--- src/rtl/instruction_block_fetcher.sv ---
// instruction_block_fetcher: fills one instruction-cache block from a narrow Wishbone memory.
//   CLK_I, RST_I            clock; synchronous active-high reset
//   inst_CYC_I/STB_I/ADR_I  block request from the cache (any byte address inside the block)
//   inst_DAT_O/ACK_O        assembled block (word 0 in the LSBs) and its one-cycle acknowledge
//   mem_CYC_O/STB_O/ADR_O   sequential word reads toward memory (byte address, word aligned)
//   mem_DAT_I/ACK_I         memory read data and acknowledge
//   LAST_BLOCK_BUFFER_EN    when defined, a repeat request for the last completely fetched block
//                           is acknowledged straight away without touching memory
module instruction_block_fetcher #(
    parameter int L2_BLOCK_SIZE    = 6,
    parameter int L2_ADDR_SIZE     = 32,
    parameter int L2_MEM_DATA_SIZE = 2
) (
    input  logic                               CLK_I,
    input  logic                               RST_I,
    input  logic                               inst_CYC_I,
    input  logic                               inst_STB_I,
    input  logic [L2_ADDR_SIZE-1:0]            inst_ADR_I,
    output logic [2**(L2_BLOCK_SIZE+3)-1:0]    inst_DAT_O,
    output logic                               inst_ACK_O,
    output logic                               mem_CYC_O,
    output logic                               mem_STB_O,
    output logic [L2_ADDR_SIZE-1:0]            mem_ADR_O,
    input  logic [2**(L2_MEM_DATA_SIZE+3)-1:0] mem_DAT_I,
    input  logic                               mem_ACK_I
);
    localparam int N  = 2**(L2_BLOCK_SIZE-L2_MEM_DATA_SIZE);
    localparam int W  = 2**(L2_MEM_DATA_SIZE+3);
    localparam int BW = 2**(L2_BLOCK_SIZE+3);
    localparam int IW = (L2_BLOCK_SIZE > L2_MEM_DATA_SIZE) ? L2_BLOCK_SIZE-L2_MEM_DATA_SIZE : 1;
    localparam logic [L2_ADDR_SIZE-1:0] BLK_MASK  = {L2_ADDR_SIZE{1'b1}} << L2_BLOCK_SIZE;
    localparam logic [L2_ADDR_SIZE-1:0] WORD_STEP = L2_ADDR_SIZE'(1) << L2_MEM_DATA_SIZE;
    localparam logic [IW-1:0]           LAST      = IW'(N-1);

    typedef enum logic [1:0] {IDLE, FETCH, DONE} state_t;

    state_t                  state_q, state_d;
    logic [IW-1:0]           idx_q, idx_d;
    logic [L2_ADDR_SIZE-1:0] adr_q, adr_d;
    logic [BW-1:0]           dat_q, dat_d;
    logic                    hit;

`ifdef LAST_BLOCK_BUFFER_EN
    logic                    valid_q, valid_d;
    logic [L2_ADDR_SIZE-1:0] tag_q, tag_d;
    assign hit = valid_q && ((inst_ADR_I & BLK_MASK) == tag_q);
`else
    assign hit = 1'b0;
`endif

    assign inst_DAT_O = dat_q;
    assign inst_ACK_O = (state_q == DONE);
    assign mem_CYC_O  = (state_q == FETCH);
    assign mem_STB_O  = (state_q == FETCH);
    assign mem_ADR_O  = adr_q;

    always_comb begin
        state_d = state_q;
        idx_d   = idx_q;
        adr_d   = adr_q;
        dat_d   = dat_q;
`ifdef LAST_BLOCK_BUFFER_EN
        valid_d = valid_q;
        tag_d   = tag_q;
`endif
        case (state_q)
            IDLE: begin
                if (inst_CYC_I && inst_STB_I) begin
                    state_d = hit ? DONE : FETCH;
                    idx_d   = '0;
                    adr_d   = hit ? '0 : (inst_ADR_I & BLK_MASK);
                end
            end
            FETCH: begin
                // A dropped cycle wins over a same-cycle memory ack, so the ack is discarded.
                if (!inst_CYC_I) begin
                    state_d = IDLE;
                    idx_d   = '0;
                    adr_d   = '0;
`ifdef LAST_BLOCK_BUFFER_EN
                    valid_d = 1'b0;
`endif
                end else if (mem_ACK_I) begin
                    dat_d[idx_q*W +: W] = mem_DAT_I;
                    if (idx_q == LAST) begin
                        state_d = DONE;
                        idx_d   = '0;
                        adr_d   = '0;
`ifdef LAST_BLOCK_BUFFER_EN
                        valid_d = 1'b1;
                        tag_d   = adr_q & BLK_MASK;
`endif
                    end else begin
                        idx_d = idx_q + IW'(1);
                        adr_d = adr_q + WORD_STEP;
                    end
                end
            end
            default: state_d = IDLE;
        endcase
    end

    always_ff @(posedge CLK_I) begin
        if (RST_I) begin
            state_q <= IDLE;
            idx_q   <= '0;
            adr_q   <= '0;
            dat_q   <= '0;
`ifdef LAST_BLOCK_BUFFER_EN
            valid_q <= 1'b0;
            tag_q   <= '0;
`endif
        end else begin
            state_q <= state_d;
            idx_q   <= idx_d;
            adr_q   <= adr_d;
            dat_q   <= dat_d;
`ifdef LAST_BLOCK_BUFFER_EN
            valid_q <= valid_d;
            tag_q   <= tag_d;
`endif
        end
    end
endmodule
--- config.mk ---
export PLATFORM = sky130hd
export DESIGN_NAME = instruction_block_fetcher
export DESIGN_NICKNAME = d
export VERILOG_FILES = /design/src/rtl/instruction_block_fetcher.sv
export SDC_FILE = /design/constraint.sdc
export NUM_CORES = 1
export LEC_CHECK = 0
export CELL_PAD_IN_SITES_DETAIL_PLACEMENT = 1
export CELL_PAD_IN_SITES_GLOBAL_PLACEMENT = 2
export CORE_UTILIZATION = 26
export CTS_CLUSTER_SIZE = 8
export DETAILED_ROUTE_END_ITERATION = 10
export PLACE_DENSITY_LB_ADDON = 0.1
export SYNTH_ARGS = -nofsm -noshare
export SYNTH_HDL_FRONTEND = slang
export SYNTH_SLANG_ARGS = --single-unit
--- constraint.sdc ---
create_clock -name CLK_I -period 3.1 [get_ports CLK_I]
set_clock_uncertainty 0.2 [all_clocks]
set_input_delay 0.62 -clock CLK_I [delete_from_list [all_inputs] [get_ports CLK_I]]
set_output_delay 0.62 -clock CLK_I [all_outputs]
set_load 0.05 [all_outputs]
; ---- Yosys cells after proc, flatten, opt, wreduce, memory -nomap -nowiden
; Index checks and enable logic that the tools add are counted.
[word_totals]
word_cells = 37
input_bits = 69
output_inout_bits = 547
ff_bits = 550
[op_classes]
reduce_logical = 6
n_eq_ne = 6
mux = 16
n_shift = 2
addsub = 3
[op_table]
columns = op, count
row1 = $bwmux W512, 1
row2 = $shift A32 B34 Y512 const A, 1
row3 = $shiftx A32 B34 Y512, 1
row4 = $mux W32, 4
row5 = $pmux W32 S2, 1
row6 = $neg A9 Y34, 1
row7 = $add A32 B3 Y32 const B, 1
row8 = $mux W4, 4
row9 = $reduce_and A3 Y1, 3
row10 = $mux W2, 4
row11 = $pmux W4 S2, 1
row12 = $ne A3 B2 Y1 const B, 2
row13 = $add A4 B1 Y4 const B, 1
row14 = $eq A4 B4 Y1 const B, 1
row15 = $pmux W2 S2, 1
row16 = $eq A2 B1 Y1 const B, 1
row17 = $eq A2 B2 Y1 const B, 1
row18 = $logic_not A2 Y1, 1
row19 = $ne A2 B2 Y1 const B, 1
row20 = $reduce_bool A2 Y1, 1
row21 = $logic_and A1 B1 Y1, 1

; ---- Logic depth before layout (Yosys ltp)
; Gate-level depths: netlist of run 1.
[depth]
depth_word = 5
ltp_mapped = 10
depth_no_buf = 7

; ---- Least setup slack after synthesis of run 1
; Ideal clock, no wire load.
[synth_timing]
kind = register to register
start = register adr_q[2], in the netlist mem_ADR_O[2]
end = register adr_q[20], in the netlist mem_ADR_O[20]
stages_incl_launch_ff = 6
slack_ns = 0.422
arrival_time_ns = 2.360
period_less_slack_ns = 2.678
n_path_buf = 0
t_required_ns = 2.783
path_cell_list = dfxtp_1 ha_1 nand4_1 or4_1 or3_1 a32o_1
[synth_via]
elab_chain_cells = 5
[synth_lines]
columns = item, line_no
row1 = start: declaration, 39  ; logic [L2_ADDR_SIZE-1:0] adr_q, adr_d;
row2 = start signal: assignment, 116  ; adr_q <= adr_d;
row3 = $add A32 B3 Y32, 95  ; adr_d = adr_q + WORD_STEP;
row4 = $mux W32, 85  ; if (idx_q == LAST) begin
row5 = $mux W32, 83  ; end else if (mem_ACK_I) begin
row6 = $mux W32, 76  ; if (!inst_CYC_I) begin
row7 = $pmux W32 S2, 66  ; case (state_q)
; No other way between the ends. The select of a mux whose other input is x is not followed.
; A chain may end at the register's enable or synchronous reset.

; ---- Worst setup path in the final report of run 1
[layout_timing]
start = register idx_q[0]
end = register dat_q[502], in the netlist inst_DAT_O[502]
[layout_via]
elab_chain_cells = 3
[layout_lines]
columns = item, line_no
row1 = start: declaration, 38  ; logic [IW-1:0] idx_q, idx_d;
row2 = start signal: assignment, 115  ; idx_q <= idx_d;
row3 = $neg A9 Y34 (*), 84  ; dat_d[idx_q*W +: W] = mem_DAT_I;
row4 = $shiftx A32 B34 Y512 or $shift A32 B34 Y512 (tied branches), 84
row5 = $bwmux W512 (*), 84
row6 = end signal: assignment, 117  ; dat_q <= dat_d;
row7 = end: declaration, 40  ; logic [BW-1:0] dat_q, dat_d;
; Mark *: on every way between the ends. The rest lies on a longest branch, timed or not.

==> impl_metrics.tcl, run 1 <==
set metrics [dict create \
    grt_pass1_wl_um 153000 \
    cp.depth 9 \
    slowest_stage "dfxtp_1" \
    max-clock-path-buffers 3 \
    port_buffers 607 \
    ys_seq_area_share_pct 52.8 \
    antenna_found_initial 4 \
    start_util_pct 26.3 \
    cts-hold-fix-buffers 0 \
    drive_gt1_share_pct 7.12 \
    crit_start "idx_q[0]$_SDFFE_PP0P_" \
    wl_per_cell_um 25.5 \
    placementRows 103 \
    power_leakage_nw 9.57 \
    p_comb_share_pct 5.9 \
    r2r_start "idx_q[0]$_SDFFE_PP0P_" \
    path_max_fanout 30 \
    hpwl_um 69000 \
    slowest_delay_ns 0.52 \
    ys_ff_latch 548 \
    groute.usage.overall_pct 25.6 \
    wirelength_um 107000 \
    synth-compound-area-share_pct 15.3 \
    critPathBufInv 3 \
    synthTopCellsByArea "dfxtp_1 53%, nand2_1 14%, a21oi_1 13%, nand3_1 7.9%, clkbuf_1 3.5%" \
    tightest_slew_ns 0.922 \
    area_growth_pct 44.3 \
    dieArea_um2 81000 \
    core_area_um2 79000 \
    avgSynthCellArea_um2 7.80 \
    min_from "RST_I" \
    finalNonFillerCells 4199 \
    maxCapViolCount 0 \
    sw_frac_of_total_pct 24.9 \
    synth-simple-area-share_pct 25.2 \
    clkTransAtPathRegs_ns 0.05 \
    synthMuxAreaShare_pct 0.102 \
    ir_drop_mv 0.326 \
    post_cts_resized 0 \
    yosysTopAreaCell "dfxtp_1" \
    critPathCaptureType "flip-flop" \
    cts_tree "built" \
    dr.pass1.iters 5 \
    r2r_cells 9 \
    clk_latency_ns 0.60 \
    async_reset_ff_share_pct 0 \
    synth_xor_area_share_pct 0.253 \
    syn_area_um2 20800 \
    synthCells 2664 \
    dr.first_iter.drc_count 1420 \
    p_int_mw 11.9 \
    synth_top_area_share_pct 52.8 \
    cp_top_family "compound AO/OA/AOI/OAI gates" \
    cts_sinks 548 \
    slew_violations 0 \
    p_clk_share_pct 49.0 \
    ios 616 \
    fin_tns_setup_ns 0 \
    timing.final.crit_period_ns 2.94 \
    post_cts_buffers 0 \
    max_freq_mhz 340 \
    hold_violations 0 \
    hp-class "primary input to flip-flop" \
    place_congestion 0.858 \
    viasPerCell 5.06 \
    drc_errors 0 \
    worstPathCellList "inv_1 > ha_1 > nand2b_1 > a211o_1 > buf_4 > nor3_4 > buf_12 > nand3_1 > a21oi_1" \
    grt_max_degree 159 \
    dp.cells 4112 \
    crit_required_ns 3.41 \
    vias 21230 \
    grt_pass1_vias 21416 \
    mostFrequentLayoutCells "754 x nand2_1, 575 x clkdlybuf4s50_1, 548 x dfxtp_1" \
    rsz0062_at_grt "no" \
    nets 3215 \
    overflow 0 \
    rrSetupSlack_ns 0.16 \
    setup_viol 0 \
    r2r_end "inst_DAT_O[502]$_SDFFE_PP0P_" \
    die_height_um 285 \
    h-tree-depth 3 \
    cts_root_buf "clkbuf_16" \
    switching_power_mw 3.93 \
    ys.flop_type "dfxtp_1" \
    cts_inserted_buffers 78 \
    max-slew-margin-rel_pct 38.5 \
    synth_top_family_by_area "simple AND/OR/NAND/NOR gates" \
    die_width_um 285 \
    power_frac_seq_pct 45.2 \
    final_common_cell "nand2_1" \
    outcome "finished clean" \
    power.density_nw_per_um2 527 \
    ys_types 65 \
    cp-endpoint "inst_DAT_O[502]$_SDFFE_PP0P_" \
    path_class "flip-flop to flip-flop" \
    yosysWarnings 0 \
    fin_crit_sh_pct 94.9 \
    synth_adder_area_share_pct 0.241 \
    ant_nets 0 \
    worstSetupStartpointType "flip-flop" \
    synth_edf_count 0 \
    arrival_ns 3.25 \
]
[layer usage]
layer	global-route usage (%)	up-vias	routed length (um)
li1	-	9816	-
met1	31.5	10604	45200
met2	43.3	638	51800
met3	6.28	170	6840
met4	8.68	2	3390
met5	0	-	8
[worst min path at each step]
stage	endpoint	cells after the start
global route	mem_ADR_O[12]$_SDFFE_PP0P_	2
floorplan	mem_ADR_O[15]$_SDFFE_PP0P_	2
CTS	mem_ADR_O[12]$_SDFFE_PP0P_	2
detailed placement	inst_DAT_O[123]$_SDFFE_PP0P_	2
finish	mem_ADR_O[12]$_SDFFE_PP0P_	2
global placement	inst_DAT_O[177]$_SDFFE_PP0P_	2
[flip-flops by register name (all words and copies together) (netlist names)]
signal	count
state_q	2
mem_ADR_O	30
idx_q	4
inst_DAT_O	512
[power by group through the flow]
stage	logic, mW	registers, mW	clock network, mW
floorplan	0.361	7.37	0
global placement	0.928	7.28	0
detailed placement	0.937	7.28	0
CTS	0.940	7.13	7.94
global route	0.968	7.13	8.17
finish	0.927	7.14	7.73
[logic make-up after synthesis]
kind of cell,Yosys count
fa+ha+maj,4
compound gates,596
flops,548
xor+xnor,6
mux,2
buf+inv,299
other cells,1
simple gates,1208
[final cells by class]
cell class,instances,area (um^2)
Timing Repair Buffer,685,6940
Antenna cell,1,2.50
Fill cell,9212,49000
Sequential cell,548,11000
Multi-Input combinational cell,1818,8630
Tap cell,1050,1310
Inverter,11,41.3
Clock inverter,3,45.0
Clock buffer,83,2020
[synth_stat cells, types with 2 or more instances]
library cell  instances
xor2_1                3
nor2b_1               2
dfxtp_1             548
a22o_1                3
or3_1                 8
or4_1                 4
xnor2_1               3
o211ai_1              5
nand2_1             754
a32o_1                5
buf_1                18
a211oi_1              2
nand4_1              10
a211oi_2              2
ha_1                  4
o41ai_1               4
o31ai_1               2
clkbuf_1            195
and3_1               16
a31oi_1               3
a221oi_1              2
nor3_2                3
a32oi_1               5
inv_1                11
o21ai_0               7
o32ai_1               5
nand2b_1              7
a21oi_1             534
nor2_1               35
nor3_1               15
nand3b_1              3
nand3_1             326
a22oi_1               3
buf_4                 3
and2_0                2
buf_2                67
and2_1                5
o22ai_1               4
buf_6                 5
and4_1                3
o311ai_0              2
nor4_1                3
[stage by stage]
step | util, % | power, mW | worst slack [ns] | instance area, um^2 | hold WS (ns)
floorplan | - | 7.73 | 0.422 | 20800 | 0.343
global placement | 35.3 | 8.20 | 0.0752 | 27900 | 0.238
detailed placement | 35.3 | 8.21 | 0.0244 | 27900 | 0.243
CTS | 37.9 | 16.0 | 0.166 | 30000 | 0.145
global route | 37.9 | 16.3 | 0.0305 | 30000 | 0.164
finish | 37.9 | 15.8 | 0.157 | 30000 | 0.179
No activity file was read; power rests on OpenSTA's default activity.
==> run 2: changes to the inputs <==
--- a/config.mk
+++ b/config.mk
@@ -5,6 +5,7 @@
 export SDC_FILE = /design/constraint.sdc
 export NUM_CORES = 1
 export LEC_CHECK = 0
+export CAP_MARGIN = 20
 export CELL_PAD_IN_SITES_DETAIL_PLACEMENT = 1
 export CELL_PAD_IN_SITES_GLOBAL_PLACEMENT = 2
 export CORE_UTILIZATION = 26
==> results of run 2 <==
The final DEF is identical to that of run 1; final timing and power are the same.
